<file path="src/rtl/ula_arbiter.sv">
`default_nettype none
// ============================================================================
// Module   : ula_arbiter
// Desc     : Two-requester issue arbiter in front of one combinational ULA,
//            with registered S/Z/err and a per-requester response handshake.
//            Define ULA_ARB_FIXED_PRIO_EN for fixed priority (requester 0).
// Revision : 1.0  initial release
// ============================================================================
module ula_arbiter #(
  parameter int WIDTH = 32,
  parameter int OP_W  = 4
) (
  input  logic             clock,
  input  logic             reset_n,
  input  logic [1:0]       req_valid,
  output logic [1:0]       req_ready,
  input  logic [WIDTH-1:0] req0_a,
  input  logic [WIDTH-1:0] req0_b,
  input  logic [OP_W-1:0]  req0_op,
  input  logic [WIDTH-1:0] req1_a,
  input  logic [WIDTH-1:0] req1_b,
  input  logic [OP_W-1:0]  req1_op,
  output logic [1:0]       rsp_valid,
  input  logic [1:0]       rsp_ready,
  output logic [WIDTH-1:0] rsp_s,
  output logic             rsp_z,
  output logic             rsp_err,
  output logic [WIDTH-1:0] ula_a,
  output logic [WIDTH-1:0] ula_b,
  output logic [OP_W-1:0]  ula_op,
  input  logic [WIDTH-1:0] ula_s,
  input  logic             ula_z
);

  typedef enum logic [1:0] {
    S_IDLE = 2'd0,
    S_EXEC = 2'd1,
    S_RESP = 2'd2
  } state_t;

  localparam logic [OP_W-1:0] c_op_and = OP_W'(4'b0000);
  localparam logic [OP_W-1:0] c_op_or  = OP_W'(4'b0001);
  localparam logic [OP_W-1:0] c_op_add = OP_W'(4'b0010);
  localparam logic [OP_W-1:0] c_op_sub = OP_W'(4'b0110);
  localparam logic [OP_W-1:0] c_op_slt = OP_W'(4'b0111);
  localparam logic [OP_W-1:0] c_op_nor = OP_W'(4'b1100);

  state_t           r_state;
  state_t           w_state_next;
  logic             r_grant;
  logic             w_winner;
  logic             w_issue;
  logic [1:0]       w_req_ready;
  logic [WIDTH-1:0] r_ula_a;
  logic [WIDTH-1:0] r_ula_b;
  logic [OP_W-1:0]  r_ula_op;
  logic [WIDTH-1:0] r_rsp_s;
  logic             r_rsp_z;
  logic             r_rsp_err;

  function automatic logic f_illegal(input logic [OP_W-1:0] op);
    logic ill;
    case (op)
      c_op_and, c_op_or, c_op_add, c_op_sub, c_op_slt, c_op_nor: ill = 1'b0;
      default:                                                   ill = 1'b1;
    endcase
    return ill;
  endfunction

`ifdef ULA_ARB_FIXED_PRIO_EN
  // Requester 0 always wins a tie; requester 1 may starve.
  logic w_tie_winner;
  assign w_tie_winner = 1'b0;
`else
  // Requester that was served most recently; reset to 1 so 0 wins the first tie.
  logic r_rr_last;
  logic w_tie_winner;
  assign w_tie_winner = ~r_rr_last;

  always_ff @(posedge clock or negedge reset_n) begin
    if (!reset_n) begin
      r_rr_last <= 1'b1;
    end else if (w_issue) begin
      r_rr_last <= w_winner;
    end
  end
`endif

  always_comb begin
    w_winner    = 1'b0;
    w_req_ready = 2'b00;
    if (r_state == S_IDLE) begin
      case (req_valid)
        2'b01:   w_winner = 1'b0;
        2'b10:   w_winner = 1'b1;
        2'b11:   w_winner = w_tie_winner;
        default: w_winner = 1'b0;
      endcase
      if (|req_valid) begin
        w_req_ready = w_winner ? 2'b10 : 2'b01;
      end
    end
  end

  assign w_issue = |w_req_ready;

  always_comb begin
    w_state_next = r_state;
    case (r_state)
      S_IDLE:  if (w_issue) w_state_next = S_EXEC;
      S_EXEC:  w_state_next = S_RESP;
      S_RESP:  if (rsp_ready[r_grant]) w_state_next = S_IDLE;
      default: w_state_next = S_IDLE;
    endcase
  end

  // The ULA operand registers double as the capture registers: loaded on
  // issue, presented during EXEC, and left untouched otherwise.
  always_ff @(posedge clock or negedge reset_n) begin
    if (!reset_n) begin
      r_state   <= S_IDLE;
      r_grant   <= 1'b0;
      r_ula_a   <= '0;
      r_ula_b   <= '0;
      r_ula_op  <= '0;
      r_rsp_s   <= '0;
      r_rsp_z   <= 1'b0;
      r_rsp_err <= 1'b0;
    end else begin
      r_state <= w_state_next;
      if (w_issue) begin
        r_grant  <= w_winner;
        r_ula_a  <= w_winner ? req1_a  : req0_a;
        r_ula_b  <= w_winner ? req1_b  : req0_b;
        r_ula_op <= w_winner ? req1_op : req0_op;
      end
      if (r_state == S_EXEC) begin
        r_rsp_s   <= ula_s;
        r_rsp_z   <= ula_z;
        r_rsp_err <= f_illegal(r_ula_op);
      end
    end
  end

  assign req_ready = w_req_ready;
  assign rsp_valid = (r_state == S_RESP) ? (r_grant ? 2'b10 : 2'b01) : 2'b00;
  assign rsp_s     = r_rsp_s;
  assign rsp_z     = r_rsp_z;
  assign rsp_err   = r_rsp_err;
  assign ula_a     = r_ula_a;
  assign ula_b     = r_ula_b;
  assign ula_op    = r_ula_op;

endmodule
`default_nettype wire

</file>
<file path="config.mk">
export PLATFORM = sky130hd
export DESIGN_NAME = ula_arbiter
export DESIGN_NICKNAME = d
export VERILOG_FILES = /design/src/rtl/ula_arbiter.sv
export SDC_FILE = /design/constraint.sdc
export NUM_CORES = 1
export LEC_CHECK = 0
export ABC_CLOCK_PERIOD_IN_PS = 1800
export BUFFER_PORTS_ARGS = -buffer_cell sky130_fd_sc_hd__buf_2
export CAP_MARGIN = 0
export CORE_MARGIN = 2
export CORE_UTILIZATION = 35
export DETAILED_ROUTE_END_ITERATION = 10
export PLACE_DENSITY = 0.7
export SLEW_MARGIN = 20
export SYNTH_ARGS = -nofsm -noshare
export SYNTH_HDL_FRONTEND = slang
export SYNTH_SLANG_ARGS = --single-unit
</file>
<file path="constraint.sdc">
create_clock -name clock -period 1.8 [get_ports clock]
set_input_delay 0.36 -clock clock [delete_from_list [all_inputs] [get_ports clock]]
set_output_delay 0.36 -clock clock [all_outputs]
set_load 0.01 [all_outputs]
</file>
==> flow_summary_export.csv, run 1 <==
group,metric,value,unit
run_status,run_status,"completed",
floorplanning,floorplan.initialDensity,35.4,%
setup_path,number_of_buffers_and_inverters_on_the_critical_path,1,
clock_tree,htree_num_levels,3,
sta,timing.slew.headroom,55.8,%
clock_tree,clock_tree.buffer_depth,2,
grt,grt_start_max_net_pins,70,
setup_path,critical_path_peak_fanout,5,
placed_design,post_dp_cell_area,6960,um^2
setup_path,data_arrival_at_the_endpoint_of_the_critical_path,1.35,ns
synth,yosys.cell_count.top_type,"sky130_fd_sc_hd__dfrtp_1",
synth,synthDominantCellAreaShare,49.4,%
sta,totalNegativeSetupSlack,0,ns
synth,synthFlopType,"sky130_fd_sc_hd__dfrtp_1",
synth,fraction_of_synthesized_area_in_multiplexers,7.20,%
power,p_leak,3.68,nW
synth,synth_adder_area_share,0,%
synth,largest_area_contributor_in_the_netlist,"sky130_fd_sc_hd__dfrtp_1",
sta,layout_min_cycle_time,1.71,ns
sta,max_freq,585,MHz
setup_path,timing.critical_path.slowest_cell_delay,0.45,ns
power,power_density,1640,nW/um^2
grt,grt_pass1_wl,27200,um
sta,worst_clock_skew,0.00592,ns
layout,finalCoreUtilization,48.4,%
setup_path,crit_path_start,"r_state[1]",
layout,final_net_count,929,
synth,post_synth_instance_area,5320,um^2
sta,rsz0062_at_grt,"no",
floorplanning,core-area,15000,um^2
detailed_routing,first_iter_violations,281,
sta,setup_viol,0,
placed_design,dp_hpwl,12200,um
synth,syn_warnings,0,
floorplanning,core.rowCount,45,
synth,ys_seq_area_share,49.9,%
layout,layout-area-overhead-vs-synth,36.9,%
floorplanning,chipHeight,127,um
clock_tree,cts_root_buf,"sky130_fd_sc_hd__clkbuf_16",
clock_tree,tritoncts,"yes",
clock_tree,insertion_delay,0.35,ns
sta,worst_slew_pin_slew,0.663,ns
setup_path,timing.reg2reg.worst_path_depth,3,
grt,grt-ovfl-total,0,
detailed_routing,via_count,5222,
setup_path,crit_family,"flip-flops",
setup_path,critical_path.endpoint,"req_ready[1]",
floorplanning,design.portCount,281,
synth,ys_ff_latch,106,
setup_path,timing.critical_path.required,1.44,ns
detailed_routing,avgViaCountPerCell,5.50,
synth,postSynthCellCount,500,
run,max_cap_violations,0,
setup_path,endpoint_kind,"output port",
sta,ratio_of_final_minimum_period_to_clock_period,94.9,%
synth,area_share_of_xor_xnor_cells_in_the_synthesized_design,0.165,%
grt,grt_antenna_before_repair,2,
synth,post_synth_num_cell_types,27,
synth,synth.top_cells.by_area,"sky130_fd_sc_hd__dfrtp_1, sky130_fd_sc_hd__o2111ai_1, sky130_fd_sc_hd__nand3b_1",
detailed_routing,route.detailed.drc,0,
placed_design,numPortBuffers,280,
setup_path,critPathKind,"register to output port",
clock_tree,clock-sinks,106,
setup_path,capturing_point_of_the_worst_reg2reg_path,"ula_a[23]",
layout,drive_above_1_share,43.9,%
setup_path,slowest_stage,"sky130_fd_sc_hd__dfrtp_2",
synth,postSynthNetCount,675,
worst_hold_path,holdCritPathClass,"primary input to register",
setup_path,r2r_setup_slack,0.28,ns
detailed_routing,drt-wirelength-per-cell,18.4,um
floorplanning,floorplan.die.width,127,um
grt,track_usage,21.3,%
synth,simple_gate_area_share_of_the_yosys_netlist,19.2,%
synth,synthesis.area_per_instance,10.6,um^2
synth,number_of_flops_mapped_to_enable_cells_by_yosys,0,
synth,synthTopCellsByCount,"sky130_fd_sc_hd__dfrtp_1, sky130_fd_sc_hd__nand3b_1, sky130_fd_sc_hd__o21ai_1",
detailed_routing,drt-total-wl,17400,um
sta,timing_max_transition_violations_final,0,
synth,dominant_combinational_cell_family_by_area_after_synthesis,"simple AND/OR/NAND/NOR gates",
sta,hold_violations,0,
floorplanning,floorplan.die_area,16200,um^2
clock_tree,clkTransAtPathRegs,0.08,ns
synth,async_flop_share,100,%
setup_path,critical_path_depth,3,
power,ir_worst_vdd,0.672,mV
placed_design,place.gp.congestion,0.790,
grt,number_of_global_route_vias_before_repair,5185,
setup_path,cp_cell_sequence,"nor3b_4, and2_4, buf_2",
detailed_routing,detailedRoute.firstPassIterationCount,4,
clock_tree,cts_bufs_inserted,9,
synth,synth_compound_gate_area_share,18.4,%
layout,final_design_area_no_fill,7280,um^2
detailed_routing,drtAntennaViolNets,0,
setup_path,r2r-start,"r_rr_last",
setup_path,critical_path.startpoint_type,"register",
-- power by group --
| part | leakage [nW] | internal, mW | switching (mW) | total, mW |
|---|---|---|---|---|
| sequential | 1.28 | 3.59 | 0.646 | 4.23 |
| combinational | 2.26 | 2.43 | 3.31 | 5.74 |
| clock | 0.144 | 1.01 | 0.964 | 1.97 |
| total | 3.68 | 7.02 | 4.92 | 11.9 |
-- cell families after synthesis --
family | count (synthesis)
AOI/OAI and AO/OA | 142
xor gates and xnor gates | 1
buffers and inverters | 65
DFF | 106
muxes | 34
and+or+nand+nor | 152
-- flip-flops by register name (all words and copies together), names as in the netlist --
signal     cells
r_grant        1
ula_b         32
ula_op         4
ula_a         32
rsp_err        1
rsp_s         32
rsp_z          1
r_state        2
r_rr_last      1
-- worst min path at each step --
stage,startpoint,slack (ns),cells after the start,end
6_report,ula_s[25],0.21,2,rsp_s[25]
5_1_grt,ula_s[29],0.20,2,rsp_s[29]
4_1_cts,ula_s[25],0.20,2,rsp_s[25]
3_5_place_dp,reset_n,0.31,1,ula_a[18]
3_3_place_gp,reset_n,0.31,1,rsp_s[5]
2_1_floorplan,reset_n,0.06,0,r_grant
-- what timing repair did --
action | CTS | global route
hold endpoints to repair | 22 | 0
gates cloned | 0 | 0
resized for setup | 0 | 3
setup endpoints to repair | 1 | 1
pin swaps | 1 | 0
hold buffers | 1 | 0
setup buffers | 1 | 0
-- cells in the final DEF (no fill, tap or decap), types with 2 or more instances in the layout --
master,netlist,layout
sky130_fd_sc_hd__buf_12,0,5
sky130_fd_sc_hd__dfrtp_1,105,103
sky130_fd_sc_hd__dfrtp_2,0,2
sky130_fd_sc_hd__inv_6,0,2
sky130_fd_sc_hd__mux2_1,33,33
sky130_fd_sc_hd__inv_8,0,2
sky130_fd_sc_hd__o21ai_1,69,69
sky130_fd_sc_hd__buf_2,10,279
sky130_fd_sc_hd__nand2b_1,3,2
sky130_fd_sc_hd__o2111ai_1,68,68
sky130_fd_sc_hd__nand3b_1,69,69
sky130_fd_sc_hd__nor2_1,6,5
sky130_fd_sc_hd__nor2_4,0,2
sky130_fd_sc_hd__and3_1,68,68
sky130_fd_sc_hd__clkbuf_16,0,9
sky130_fd_sc_hd__diode_2,0,2
sky130_fd_sc_hd__buf_4,4,21
-- layer usage --
layer	up-vias	wire length, um	track usage, %
met5	-	0	0
met4	0	602	11.1
met3	37	1140	3.81
met2	221	8260	35.1
met1	2522	7420	26.7
li1	2442	-	-
-- layout make-up --
class                      instances  area (um^2)
fill                            1454         7750
sequential                       106         2660
multi-input combinational        329         2420
timing repair buffer             306         1660
clock buffer                      10          239
tap                              188          235
clock inverter                     6         56.3
inverter                           2         7.51
antenna                            2         5.00
-- per-stage QoR --
stage	setup WS [ns]	instances	hold WS [ns]	power, mW
4_1_cts	0.0376	947	0.198	12.0
2_1_floorplan	0.189	500	0.0644	7.59
3_3_place_gp	0.345	929	0.315	9.91
3_5_place_dp	0.326	929	0.313	10.0
5_1_grt	0.0232	949	0.203	12.8
6_report	0.0909	949	0.215	11.9
Power figures use the tool's default switching activity.
==> run 2, diff against run 1 <==
--- a/config.mk
+++ b/config.mk
@@ -11,7 +11,6 @@
 export CORE_MARGIN = 2
 export CORE_UTILIZATION = 35
 export DETAILED_ROUTE_END_ITERATION = 10
-export PLACE_DENSITY = 0.7
 export SLEW_MARGIN = 20
 export SYNTH_ARGS = -nofsm -noshare
 export SYNTH_HDL_FRONTEND = slang
==> flow_summary_export.csv, run 2 (synthesized netlist as in run 1, its figures left out) <==
group,metric,value,unit
power,share_seq_of_total_power,35.4,%
grt,grt_antenna_before_repair,0,
run_status,run_status,"completed",
placed_design,post_dp_cell_area,6960,um^2
clock_tree,clkTransAtPathRegs,0.07,ns
layout,final_net_count,931,
detailed_routing,route.detailed.drc,0,
floorplanning,core-area,15000,um^2
grt,grt_start_max_net_pins,60,
layout,finalCoreUtilization,48.6,%
layout,area_occupied_by_multi_input_gates,2420,um^2
detailed_routing,via_count,5273,
clock_tree,clock-sinks,106,
grt,grt-ovfl-total,0,
power,p_sw,4.90,mW
power,pwr-share-comb,47.9,%
setup_path,critical_path.startpoint_type,"register",
detailed_routing,drtAntennaViolNets,0,
detailed_routing,first_iter_violations,357,
layout,fillerInstances,1430,
floorplanning,core.rowCount,45,
layout,mostFrequentLayoutCells,"sky130_fd_sc_hd__buf_2, sky130_fd_sc_hd__dfrtp_1, sky130_fd_sc_hd__o21ai_1, sky130_fd_sc_hd__nand3b_1",
layout,final_design_area_no_fill,7300,um^2
floorplanning,chipHeight,127,um
sta,setup_viol,0,
placed_design,place.gp.congestion,0.817,
grt,track_usage,21.8,%
sta,worst_slew_pin_slew,0.543,ns
layout,layoutNonFillerInstCount,949,
sta,worst_clock_skew,0.00796,ns
setup_path,critical_path_peak_fanout,5,
power,power_report.internal_total,7.16,mW
floorplanning,floorplan.die_area,16200,um^2
power,power_switching_share,40.6,%
worst_hold_path,holdCritPathClass,"primary input to register",
sta,timing_max_transition_violations_final,0,
layout,drive_above_1_share,44.0,%
clock_tree,tritoncts,"yes",
detailed_routing,drt-wirelength-per-cell,19.1,um
setup_path,endpoint_kind,"output port",
placed_design,placed_cells,929,
placed_design,numPortBuffers,280,
power,post-layout-total-power,12.1,mW
floorplanning,floorplan.die.width,127,um
clock_tree,clock_tree.buffer_depth,2,
power,p_leak,3.70,nW
run,max_cap_violations,0,
power,ir_worst_vdd,1.09,mV
clock_tree,insertion_delay,0.35,ns
setup_path,critPathKind,"register to output port",
sta,max_freq,575,MHz
sta,layout_min_cycle_time,1.74,ns
detailed_routing,drt-total-wl,18100,um
clock_tree,htree_num_levels,3,
layout,sequential_cell_area,2660,um^2
floorplanning,design.portCount,281,
setup_path,timing.critical_path.required,1.44,ns
clock_tree,cts_bufs_inserted,9,
layout,antenna-diode-count,0,
layout,layout-area-overhead-vs-synth,37.3,%
grt,number_of_global_route_vias_before_repair,5383,
setup_path,data_arrival_at_the_endpoint_of_the_critical_path,1.38,ns
sta,hold-worst-slack,0.223,ns
grt,grt_pass1_wl,27800,um
detailed_routing,avgViaCountPerCell,5.56,
layout,layout_commonest_cell,"sky130_fd_sc_hd__buf_2",
placed_design,dp_hpwl,12500,um
sta,ratio_of_final_minimum_period_to_clock_period,96.6,%
power,power_density,1650,nW/um^2
floorplanning,floorplan.initialDensity,35.4,%
sta,hold_violations,0,
sta,timing.slew.headroom,63.8,%
clock_tree,cts_root_buf,"sky130_fd_sc_hd__clkbuf_16",
detailed_routing,detailedRoute.firstPassIterationCount,5,
power,clock_power_share,16.7,%
run 2: cell types whose count changed in the layout (fill, tap and decap cells not counted), sizes merged:
| cell | delta |
|---|---|
| inv | -3 |
| buf | +2 |
| clkinv | +2 |
| diode | -2 |
| bufinv | +1 |
run 2: layout make-up:
type,instances,area share [%]
clock buffers,10,3.27
clock inverters,6,0.891
inverters,2,0.103
multi-input cells,329,33.1
flip-flops and latches,106,36.4
well taps,188,3.22
repair buffers,308,23.0
run 2: power by group through the flow:
stage               clock network [mW]  registers (mW)  logic (mW)
floorplan                            0            4.74        2.84
global placement                     0            4.27        5.66
detailed placement                   0            4.30        5.76
CTS                               2.07            4.28        5.76
global route                      2.17            4.43        6.32
finish                            2.02            4.27        5.78
run 2: routing by layer:
| metal | wire length, um | track usage [%] | share of wire [%] | vias up |
|---|---|---|---|---|
| met5 | 0 | 0 | 0 | - |
| li1 | - | - | - | 2430 |
| met4 | 274 | 8.14 | 1.5 | 0 |
| met1 | 7980 | 28.7 | 44 | 2548 |
| met2 | 8450 | 35.2 | 47 | 273 |
| met3 | 1420 | 4.94 | 7.8 | 22 |
run 2: worst max-delay path: stages (launching register included):
cell and delay (ns):
sky130_fd_sc_hd__dfrtp_2 0.46, sky130_fd_sc_hd__nor3b_4 0.26, sky130_fd_sc_hd__and2_4 0.19, sky130_fd_sc_hd__buf_2 0.12
run 2: path summary, 6_finish.rpt:
kind                                  from            to  slack, ns  cells after the start
worst min-delay path             ula_s[12]     rsp_s[12]       0.22                      2
worst max register to register  r_state[0]      ula_a[4]       0.22                      5
worst min register to register    rsp_s[3]      rsp_s[3]       0.49                      1
worst max-delay path            r_state[1]  req_ready[1]       0.06                      3
min in group asynchronous          reset_n     rsp_s[21]       0.53                      2
max in group asynchronous          reset_n     rsp_s[19]       0.71                      3
run 2: what timing repair did:
item | in CTS | in global routing
setup buffers | 0 | 3
hold buffers | 1 | 0
hold endpoints to repair | 1 | 0
setup endpoints to repair | 2 | 2
pin swaps | 0 | 1
resized for setup | 1 | 2
run 2: stage by stage:
step	setup slack (ns)	TNS, ns
3_3_place_gp	0.361	0
2_1_floorplan	0.189	0
4_1_cts	0.00115	0
6_report	0.0611	0
5_1_grt	-0.00166	-0.00166
3_5_place_dp	0.325	0
